[src/rtl/axis_frame_gen_if.sv]
// axis_frame_gen_if: AXI4-Stream video bundle for the frame generator.
// tuser marks start of frame, tlast marks end of line.
interface axis_frame_gen_if #(
  parameter int DATA_WIDTH = 32
);
  logic [DATA_WIDTH-1:0] tdata;
  logic                  tvalid;
  logic                  tready;
  logic                  tlast;
  logic                  tuser;

  modport master (
    output tdata,
    output tvalid,
    output tlast,
    output tuser,
    input  tready
  );

  modport slave (
    input  tdata,
    input  tvalid,
    input  tlast,
    input  tuser,
    output tready
  );
endinterface

[src/rtl/axis_frame_gen.sv]
// axis_frame_gen: AXI4-Stream video test-pattern generator (solid red, ramp, checker, colour bars).
// Define AXIS_FRAME_GEN_NOISE_EN to XOR pixels with a masked 32-bit Galois LFSR.
module axis_frame_gen #(
  parameter int DATA_WIDTH = 32,
  parameter int H_RES      = 1920,
  parameter int V_RES      = 1080,
  parameter int LINE_GAP   = 0,
  parameter int FRAME_GAP  = 16
) (
  input  logic             aclk,
  input  logic             aresetn,
  input  logic             enable,
  input  logic [1:0]       pattern_sel,
  input  logic [7:0]       noise_mask,
  axis_frame_gen_if.master m_axis,
  output logic             frame_done,
  output logic [15:0]      frame_count
);

  typedef enum logic [1:0] {
    IDLE   = 2'd0,
    ACTIVE = 2'd1,
    LGAP   = 2'd2,
    FGAP   = 2'd3
  } state_t;

  localparam logic [10:0] X_LAST    = 11'(H_RES - 1);
  localparam logic [10:0] Y_LAST    = 11'(V_RES - 1);
  localparam logic [15:0] LGAP_LOAD = 16'((LINE_GAP > 0) ? (LINE_GAP - 1) : 0);
  localparam logic [15:0] FGAP_LOAD = 16'((FRAME_GAP > 0) ? (FRAME_GAP - 1) : 0);

  state_t      state;
  logic [10:0] x;
  logic [10:0] y;
  logic [10:0] x_nxt;
  logic [10:0] y_nxt;
  logic [1:0]  pat_q;
  logic [15:0] gap_cnt;
  logic        last_x;
  logic        last_y;
  logic        accept;
  logic [23:0] noise_cur;
  logic [23:0] noise_adv;

  function automatic logic [23:0] pattern_pix(input logic [1:0] sel, input logic [10:0] px,
                                              input logic py3);
    logic [2:0] bar;
    bar = 3'(({21'd0, px} * 32'd8) / 32'(H_RES));
    pattern_pix = 24'h000000;
    case (sel)
      2'd0:    pattern_pix = 24'hFF0000;
      2'd1:    pattern_pix = {3{px[7:0]}};
      2'd2:    pattern_pix = (px[3] ^ py3) ? 24'hFFFFFF : 24'h000000;
      default: begin
        case (bar)
          3'd0:    pattern_pix = 24'hFFFFFF;
          3'd1:    pattern_pix = 24'hFFFF00;
          3'd2:    pattern_pix = 24'h00FFFF;
          3'd3:    pattern_pix = 24'h00FF00;
          3'd4:    pattern_pix = 24'hFF00FF;
          3'd5:    pattern_pix = 24'hFF0000;
          3'd6:    pattern_pix = 24'h0000FF;
          default: pattern_pix = 24'h000000;
        endcase
      end
    endcase
  endfunction

  assign accept = m_axis.tvalid & m_axis.tready;
  assign last_x = (x == X_LAST);
  assign last_y = (y == Y_LAST);
  assign x_nxt  = last_x ? 11'd0 : (x + 11'd1);
  assign y_nxt  = last_x ? (last_y ? 11'd0 : (y + 11'd1)) : y;

`ifdef AXIS_FRAME_GEN_NOISE_EN
  localparam logic [31:0] LFSR_SEED = 32'hACE1ACE1;
  localparam logic [31:0] LFSR_TAPS = 32'h80200003;

  logic [31:0] lfsr;
  logic [31:0] lfsr_nxt;

  // A beat presented on the acceptance edge must already see the advanced LFSR.
  assign lfsr_nxt  = lfsr[0] ? ({1'b0, lfsr[31:1]} ^ LFSR_TAPS) : {1'b0, lfsr[31:1]};
  assign noise_cur = lfsr[23:0] & {3{noise_mask}};
  assign noise_adv = lfsr_nxt[23:0] & {3{noise_mask}};

  always_ff @(posedge aclk) begin
    if (!aresetn) begin
      lfsr <= LFSR_SEED;
    end else if (accept) begin
      lfsr <= lfsr_nxt;
    end
  end
`else
  logic unused_noise;
  assign unused_noise = ^noise_mask;
  assign noise_cur    = 24'h000000;
  assign noise_adv    = 24'h000000;
`endif

  // Output beat registers only change on acceptance, so a stall holds them stable.
  always_ff @(posedge aclk) begin
    if (!aresetn) begin
      state         <= IDLE;
      x             <= 11'd0;
      y             <= 11'd0;
      pat_q         <= 2'd0;
      gap_cnt       <= 16'd0;
      m_axis.tvalid <= 1'b0;
      m_axis.tlast  <= 1'b0;
      m_axis.tuser  <= 1'b0;
      m_axis.tdata  <= '0;
      frame_done    <= 1'b0;
      frame_count   <= 16'd0;
    end else begin
      frame_done <= 1'b0;
      case (state)
        IDLE: begin
          if (enable) begin
            state         <= ACTIVE;
            pat_q         <= pattern_sel;
            x             <= 11'd0;
            y             <= 11'd0;
            m_axis.tvalid <= 1'b1;
            m_axis.tuser  <= 1'b1;
            m_axis.tlast  <= 1'b0;
            m_axis.tdata  <= DATA_WIDTH'(pattern_pix(pattern_sel, 11'd0, 1'b0) ^ noise_cur);
          end
        end
        ACTIVE: begin
          if (accept) begin
            x <= x_nxt;
            y <= y_nxt;
            if (last_x && last_y) begin
              frame_done  <= 1'b1;
              frame_count <= frame_count + 16'd1;
              if (FRAME_GAP > 0) begin
                state         <= FGAP;
                gap_cnt       <= FGAP_LOAD;
                m_axis.tvalid <= 1'b0;
                m_axis.tlast  <= 1'b0;
                m_axis.tuser  <= 1'b0;
              end else if (enable) begin
                pat_q         <= pattern_sel;
                m_axis.tvalid <= 1'b1;
                m_axis.tuser  <= 1'b1;
                m_axis.tlast  <= 1'b0;
                m_axis.tdata  <= DATA_WIDTH'(pattern_pix(pattern_sel, 11'd0, 1'b0) ^ noise_adv);
              end else begin
                state         <= IDLE;
                m_axis.tvalid <= 1'b0;
                m_axis.tlast  <= 1'b0;
                m_axis.tuser  <= 1'b0;
              end
            end else if (last_x && (LINE_GAP > 0)) begin
              state         <= LGAP;
              gap_cnt       <= LGAP_LOAD;
              m_axis.tvalid <= 1'b0;
              m_axis.tlast  <= 1'b0;
              m_axis.tuser  <= 1'b0;
            end else begin
              m_axis.tvalid <= 1'b1;
              m_axis.tuser  <= 1'b0;
              m_axis.tlast  <= (x_nxt == X_LAST);
              m_axis.tdata  <= DATA_WIDTH'(pattern_pix(pat_q, x_nxt, y_nxt[3]) ^ noise_adv);
            end
          end
        end
        LGAP: begin
          if (gap_cnt == 16'd0) begin
            state         <= ACTIVE;
            m_axis.tvalid <= 1'b1;
            m_axis.tuser  <= 1'b0;
            m_axis.tlast  <= 1'b0;
            m_axis.tdata  <= DATA_WIDTH'(pattern_pix(pat_q, x, y[3]) ^ noise_cur);
          end else begin
            gap_cnt <= gap_cnt - 16'd1;
          end
        end
        FGAP: begin
          if (gap_cnt != 16'd0) begin
            gap_cnt <= gap_cnt - 16'd1;
          end else if (enable) begin
            state         <= ACTIVE;
            pat_q         <= pattern_sel;
            m_axis.tvalid <= 1'b1;
            m_axis.tuser  <= 1'b1;
            m_axis.tlast  <= 1'b0;
            m_axis.tdata  <= DATA_WIDTH'(pattern_pix(pattern_sel, 11'd0, 1'b0) ^ noise_cur);
          end else begin
            state <= IDLE;
          end
        end
        default: state <= IDLE;
      endcase
    end
  end

endmodule

[src/flat_wrapper.sv]
// flat-port wrapper written by rule: the top's interface ports become plain ports
module axis_frame_gen_flat 
#(
  parameter int DATA_WIDTH = 32,
  parameter int H_RES      = 1920,
  parameter int V_RES      = 1080,
  parameter int LINE_GAP   = 0,
  parameter int FRAME_GAP  = 16
)
  (aclk, aresetn, enable, pattern_sel, noise_mask, frame_done, frame_count, m_axis_tdata, m_axis_tvalid, m_axis_tlast, m_axis_tuser, m_axis_tready);
  axis_frame_gen_if #(.DATA_WIDTH(DATA_WIDTH)) m_axis_i ();
  input  logic aclk;
  input  logic aresetn;
  input  logic enable;
  input  logic [1:0] pattern_sel;
  input  logic [7:0] noise_mask;
  output logic frame_done;
  output logic [15:0] frame_count;
  output wire logic [$bits(m_axis_i.tdata)-1:0] m_axis_tdata;
  output wire logic [$bits(m_axis_i.tvalid)-1:0] m_axis_tvalid;
  output wire logic [$bits(m_axis_i.tlast)-1:0] m_axis_tlast;
  output wire logic [$bits(m_axis_i.tuser)-1:0] m_axis_tuser;
  input wire logic [$bits(m_axis_i.tready)-1:0] m_axis_tready;
  assign m_axis_tdata = m_axis_i.tdata;
  assign m_axis_tvalid = m_axis_i.tvalid;
  assign m_axis_tlast = m_axis_i.tlast;
  assign m_axis_tuser = m_axis_i.tuser;
  assign m_axis_i.tready = m_axis_tready;
  axis_frame_gen #(.DATA_WIDTH(DATA_WIDTH), .H_RES(H_RES), .V_RES(V_RES), .LINE_GAP(LINE_GAP), .FRAME_GAP(FRAME_GAP)) u_core (.aclk(aclk), .aresetn(aresetn), .enable(enable), .pattern_sel(pattern_sel), .noise_mask(noise_mask), .m_axis(m_axis_i), .frame_done(frame_done), .frame_count(frame_count));
endmodule
[config.mk]
export PLATFORM = sky130hd
export DESIGN_NAME = axis_frame_gen_flat
export DESIGN_NICKNAME = d
export VERILOG_FILES = /design/src/rtl/axis_frame_gen_if.sv /design/src/rtl/axis_frame_gen.sv /design/src/flat_wrapper.sv
export SDC_FILE = /design/constraint.sdc
export NUM_CORES = 1
export LEC_CHECK = 0
export CAP_MARGIN = 20
export CORE_ASPECT_RATIO = 1.2
export CORE_MARGIN = 5
export CORE_UTILIZATION = 40
export DETAILED_ROUTE_END_ITERATION = 6
export DONT_BUFFER_PORTS = 1
export PLACE_DENSITY_LB_ADDON = 0.05
export SLEW_MARGIN = 20
export SYNTH_ARGS = -nofsm -noshare
export SYNTH_HDL_FRONTEND = slang
export SYNTH_SLANG_ARGS = --single-unit
[constraint.sdc]
create_clock -name aclk -period 3.66 [get_ports aclk]
set_input_delay 0.732 -clock aclk [delete_from_list [all_inputs] [get_ports aclk]]
set_output_delay 0.732 -clock aclk [all_outputs]
set_load 0.005 [all_outputs]
## Yosys cells after proc, flatten, opt, wreduce, memory -nomap -nowiden

Cells that the tools add are included.

| word-level totals | value |
|---|---|
| flip-flop bits (word level) | 94 |
| input bits | 14 |
| output and inout port bits | 52 |
| logic and storage cells | 126 |

| operators by class | value |
|---|---|
| $add $sub $neg | 4 |
| divide/modulo/power cells | 2 |
| equality and inequality tests | 31 |
| mux-type cells | 53 |
| bitwise operators | 3 |
| reductions and logical operators | 21 |

Operator list:

| cell | count |
|---|---|
| $pmux 24 s7 | 2 |
| $mux 32 | 5 |
| $pmux 24 s3 | 2 |
| $pmux 32 s4 | 1 |
| $mux 11 | 6 |
| $div 14x11->32 const B | 2 |
| $mux 16 | 4 |
| $mux 24 | 2 |
| $pmux 16 s3 | 1 |
| $pmux 24 s2 | 1 |
| $pmux 11 s2 | 2 |
| $eq 11x11->1 const B | 3 |
| $add 11x1->11 const B | 2 |
| $eq 3x3->1 const B | 6 |
| $add 16x1->16 const B | 1 |
| $logic_not 16->1 | 1 |
| $reduce_bool 16->1 | 1 |
| $sub 16x1->16 const B | 1 |
| $mux 1 | 15 |
| $mux 2 | 7 |
| $eq 3x2->1 const B | 4 |
| $pmux 1 s4 | 3 |
| $reduce_and 3->1 | 4 |
| $ne 2x1->1 const B | 5 |
| 17 further kinds | 33 |

## Depth between registers and ports, before layout

| logic depth | value |
|---|---|
| depth in word-level cells | 9 |
| depth in mapped cells | 16 |
| depth with buffers taken out | 14 |

## Worst setup path before layout

No wires, ideal clock.

| timing | value |
|---|---|
| path type | register to register |
| start | register u_core.x[0] |
| end | register u_core.m_axis.tdata[0] |
| setup time | 0.128 ns |
| arrival time | 3.529 ns |
| required time | 3.532 ns |
| setup slack | 0.003 ns |
| stages on the path, launching flop included | 15 |
| path buffers | 1 |
| period minus slack after synthesis | 3.657 ns |
| path through | dfxtp_1 -> ha_1 -> or3b_2 -> nor4_1 -> nor2_1 -> ha_1 -> nand3b_1 -> o21ai_2 -> buf_4 -> a211oi_2 -> xnor2_1 -> o311a_1 -> a32oi_2 -> a211oi_4 -> o21ai_1 |

| on the way | value |
|---|---|
| word-level cells in the longest chain between the ends | 9 |
| elaborated cells on any way between the ends | 33 |
| classes of those cells | 1 x add/sub; 2 x div; 14 x eq/ne; 11 x mux; 1 x bitwise; 4 x reduce/logical |

RTL lines:

| element | line | text |
|---|---|---|
| start: declaration | axis_frame_gen.sv:33 | `logic [10:0] x;` |
| start signal: assignment | axis_frame_gen.sv:132 | `x <= x_nxt;` |
| $add 11x1->11 / $eq 11x11->1 (equally long branches) | axis_frame_gen.sv:72, axis_frame_gen.sv:70 |  |
| $mux 11 | axis_frame_gen.sv:72 | `assign x_nxt = last_x ? 11'd0 : (x + 11'd1);` |
| $div 14x11->32 | axis_frame_gen.sv:48 | `bar = 3'(({21'd0, px} * 32'd8) / 32'(H_RES));` |
| $eq 3x3->1 (tied with other cells) | axis_frame_gen.sv:55 | `case (bar)` |
| $pmux 24 s7 | axis_frame_gen.sv:55 |  |
| $pmux 24 s3 | axis_frame_gen.sv:50 | `case (sel)` |
| $mux 32 | axis_frame_gen.sv:134 | `if (last_x && last_y) begin` |
| $mux 32 | axis_frame_gen.sv:131 | `if (accept) begin` |
| $pmux 32 s4 | axis_frame_gen.sv:117 | `case (state)` |
| end signal: assignment | axis_frame_gen.sv:127 | `m_axis.tdata <= DATA_WIDTH'(pattern_pix(pattern_sel, 11'd0, 1'b0) ^ noise_cur);` |
| end signal: assignment | axis_frame_gen.sv:148 | `m_axis.tdata <= DATA_WIDTH'(pattern_pix(pattern_sel, 11'd0, 1'b0) ^ noise_adv);` |
| end signal: assignment | axis_frame_gen.sv:165 | `m_axis.tdata <= DATA_WIDTH'(pattern_pix(pat_q, x_nxt, y_nxt[3]) ^ noise_adv);` |
| end: declaration | axis_frame_gen_if.sv:13 | `output tdata,` |

Several ways; a longest one is shown, not always the timed one. The select of a mux whose other input is x is not followed.
A chain may end at the register's enable or synchronous reset.

## Worst setup path after layout

| timing | value |
|---|---|
| start | register u_core.x[0] |
| end | register u_core.m_axis.tdata[5] |

The elaborated chain is that of the path after synthesis.

==> flow_metrics.tcl <==
set metrics [dict create \
    status "finished, final reports clean" \
    cpMaxStageDelayCell "a2111oi_4" \
    r2r_start "u_core.x[0]" \
    boundaryPins 66 \
    grt_max_degree 43 \
    cts_inserted_buffers 9 \
    p_sw_uw 849 \
    netlist_top_cells_count "86 x dfxtp_1, 86 x nor2_1, 67 x a21oi_1" \
    grt_busiest_layer "met2" \
    cts_tree "done" \
    clock-sinks 86 \
    slew_violations 0 \
    rsz0062_at_grt "true" \
    dr.pass1.iters 7 \
    crit_buf_inv 1 \
    p_leak_nw 2.40 \
    hpwl_microns 13000 \
    use_met2 0.342 \
    ctsLongestPathBuffers 2 \
    syn_inst 734 \
    r2r-end "u_core.m_axis.tdata[5]" \
    fp-row-count 48 \
    synth.cell_area_sq_um 5790 \
    seq_power_share 0.429 \
    p_comb_frac 0.222 \
    area_delta_synth_final_pct 14.2 \
    slew_headroom 0.313 \
    cts_hold_buf 0 \
    crit_path_end "u_core.m_axis.tdata[5]" \
    fin_nets 787 \
    wl_microns 17400 \
    synth_top_area_share 0.297 \
    synthTopCellsByArea "dfxtp_1 30%, a21oi_1 5.8%, nor2_1 5.6%" \
    async_flop_share 0 \
    netSwitchingFraction 0.327 \
    htree_levels 3 \
    cpLargestDelayFamily "compound AO/OA/AOI/OAI gates" \
    hp-class "register to register" \
    p_int_mw 1.75 \
    antenna_found_initial 0 \
    p_clk_frac 0.349 \
    period_needed_ps 3550 \
    path_cells "ha_4, and3_4, a2111oi_4, o22ai_2, nor2_1, ha_1, nand3b_1, o21ai_2, and2_4, mux2_2, o31ai_1, a32oi_2, a211oi_4, buf_6, o21ai_2" \
    path_max_fanout 8 \
    met1_usage 0.263 \
    fill_cells 1431 \
    setup_violations 0 \
    drv.max_cap_violation_count 0 \
    worst_setup_path_start_kind "register" \
    ff2ff_path_depth 15 \
    drc 0 \
    place_congestion 0.925 \
    critPathRequiredTime_ps 3890 \
    worst_skew_pair.late_latency_ps 340 \
    die_x_microns 120 \
    syn_area_per_cell_sq_um 7.89 \
    die-area_sq_um 17000 \
    diodes 0 \
    path_class "register to register" \
    grt_pass1_vias 5427 \
    yosysWarningCount 0 \
    cts-root-buf "clkbuf_16" \
    num_vias 5656 \
    use_met3 0.0403 \
    gr-total-overflow 0 \
    setup_tns_ps 0 \
    clk_pin_slew_worst_paths_ps 70 \
    drt_iter0_drc 479 \
    max_freq_mhz 281 \
    timing.final.crit_share 0.971 \
    cp_common_cell "o21ai_2" \
    layout_setup_ws_ps 106 \
    peakVddDrop_v 0.000243 \
    synth_edf_count 0 \
    hold_viol_final 0 \
    initial_core_util 0.405 \
    end_kind "register" \
    pre_cts_ws_ps -17.1 \
    seq_area_frac_synth 0.297 \
    synth_area_leader_cell "dfxtp_1" \
    post_drt_wl_per_cell_microns 18.5 \
    grt_pass1_wl_microns 28100 \
    fp.coreArea_sq_um 14300 \
    track_usage 0.204 \
    tightest_slew_ps 1020 \
    max_stage_delay_ps 410 \
    synth_flop_cell "dfxtp_1" \
    power_density_nw_per_um2 393 \
    whs_path_depth 2 \
    arrival_ps 3780 \
    yosys_register_bits 86 \
    path_depth 15 \
    via_per_inst 6.02 \
    crit_start "u_core.x[0]" \
    r2r_slack_ps 110 \
    port_buffers 0 \
    die_height_microns 142 \
    drtAntennaViolNets 0 \
    drive_gt1_frac 0.168 \
    synth_cell_types 87 \
    clock-skew-final_ps 8.46 \
]
## through the flow
stage	hold WS [ps]	instance area [sq um]	total power, mW	cells	utilization
4_1_cts	463	6490	2.62	936	0.454
6_report	460	6620	2.60	939	0.463
3_3_place_gp	446	6190	1.69	920	0.433
3_5_place_dp	453	6190	1.70	920	0.433
2_1_floorplan	436	5820	1.55	741	-
5_1_grt	484	6620	2.75	939	0.463
## area by class of cell
type	count	area, sq um	share of cell area
clock buffer	11	253	0.0382
multi-input combinational	586	3870	0.585
clock inverter	5	38.8	0.00586
tap	175	219	0.0331
inverter	18	67.6	0.0102
sequential	86	1730	0.261
timing repair buffer	58	443	0.0669
## per-layer routing
metal / vias up / share of wire
met2: 189 / 0.47
met4: 0 / 0.019
li1: 2731 / -
met3: 30 / 0.062
met5: - / 0
met1: 2706 / 0.44
## how the worst min path moves through the flow
stage,from,slack [ps],endpoint
after floorplan,u_core.gap_cnt[7],440,u_core.gap_cnt[7]
after global placement,u_core.gap_cnt[7],450,u_core.gap_cnt[7]
after detailed placement,u_core.gap_cnt[7],450,u_core.gap_cnt[7]
after CTS,u_core.gap_cnt[7],460,u_core.gap_cnt[7]
after global routing,u_core.gap_cnt[7],480,u_core.gap_cnt[7]
final,u_core.gap_cnt[7],460,u_core.gap_cnt[7]
## layout by cell type, fill, tap and decap left out, types with 5 or more instances in the layout
cell	instances
nand2b_1	16
inv_1	17
clkbuf_16	9
and2_1	7
a21o_1	9
nor3b_1	10
a22oi_1	18
a21oi_1	67
a221o_1	8
nor2b_1	7
nor4_1	9
nand3_1	27
mux2i_1	6
xor2_1	20
nor3_1	15
nand4_1	9
nand2_1	50
a31oi_1	8
o21ai_2	8
conb_1	8
dfxtp_1	83
o31ai_1	8
o221ai_1	9
or2_2	5
or3_1	12
nor2_1	86
ha_1	12
buf_4	56
and3_1	5
o21a_1	14
o21ai_0	35
xnor2_1	16
## power groups by stage
stage / sequential (mW) / clock, mW / combinational, mW
after floorplan: 1.11 / 0 / 0.437
after global placement: 1.13 / 0 / 0.558
after CTS: 1.11 / 0.934 / 0.569
final: 1.11 / 0.907 / 0.577
after detailed placement: 1.13 / 0 / 0.567
after global routing: 1.13 / 0.979 / 0.644
## worst register-to-register path, delay by kind of cell, from the launching register on
family / cells / cell delay, ps
AOI/OAI and AO/OA: 7 / 1370
adders and majority gates: 2 / 420
buffers and inverters: 1 / 180
muxes: 1 / 380
DFF: 1 / 360
and+or+nand+nor: 4 / 720
## state kept, by name (all words and copies together), names as in the netlist
register / count
u_core.x: 11
u_core.frame_count: 16
u_core.state: 2
u_core.y: 11
u_core.m_axis.tuser: 1
u_core.pat_q: 2
u_core.frame_done: 1
u_core.m_axis.tdata: 24
u_core.m_axis.tvalid: 1
u_core.gap_cnt: 16
u_core.m_axis.tlast: 1
## logic make-up (layout without fill, tap and decap cells)
logic type	after synthesis	after routing	synth area share
simple gates	286	286	0.262
xor+xnor	36	36	0.0544
other cells	1	8	0.000647
mux	8	8	0.0143
fa+ha+maj	16	16	0.0337
flops	86	86	0.297
buf+inv	69	92	0.0568
compound gates	232	232	0.281
## timing repair
action                                  in CTS  in global routing
buffers inserted                             0                  3
pin swaps                                    0                 20
hold endpoints to repair                     0                  0
endpoints found under the setup margin       8                 16
gates resized for setup                      2                 28
Note: power is estimated with default switching activity, not from simulation.
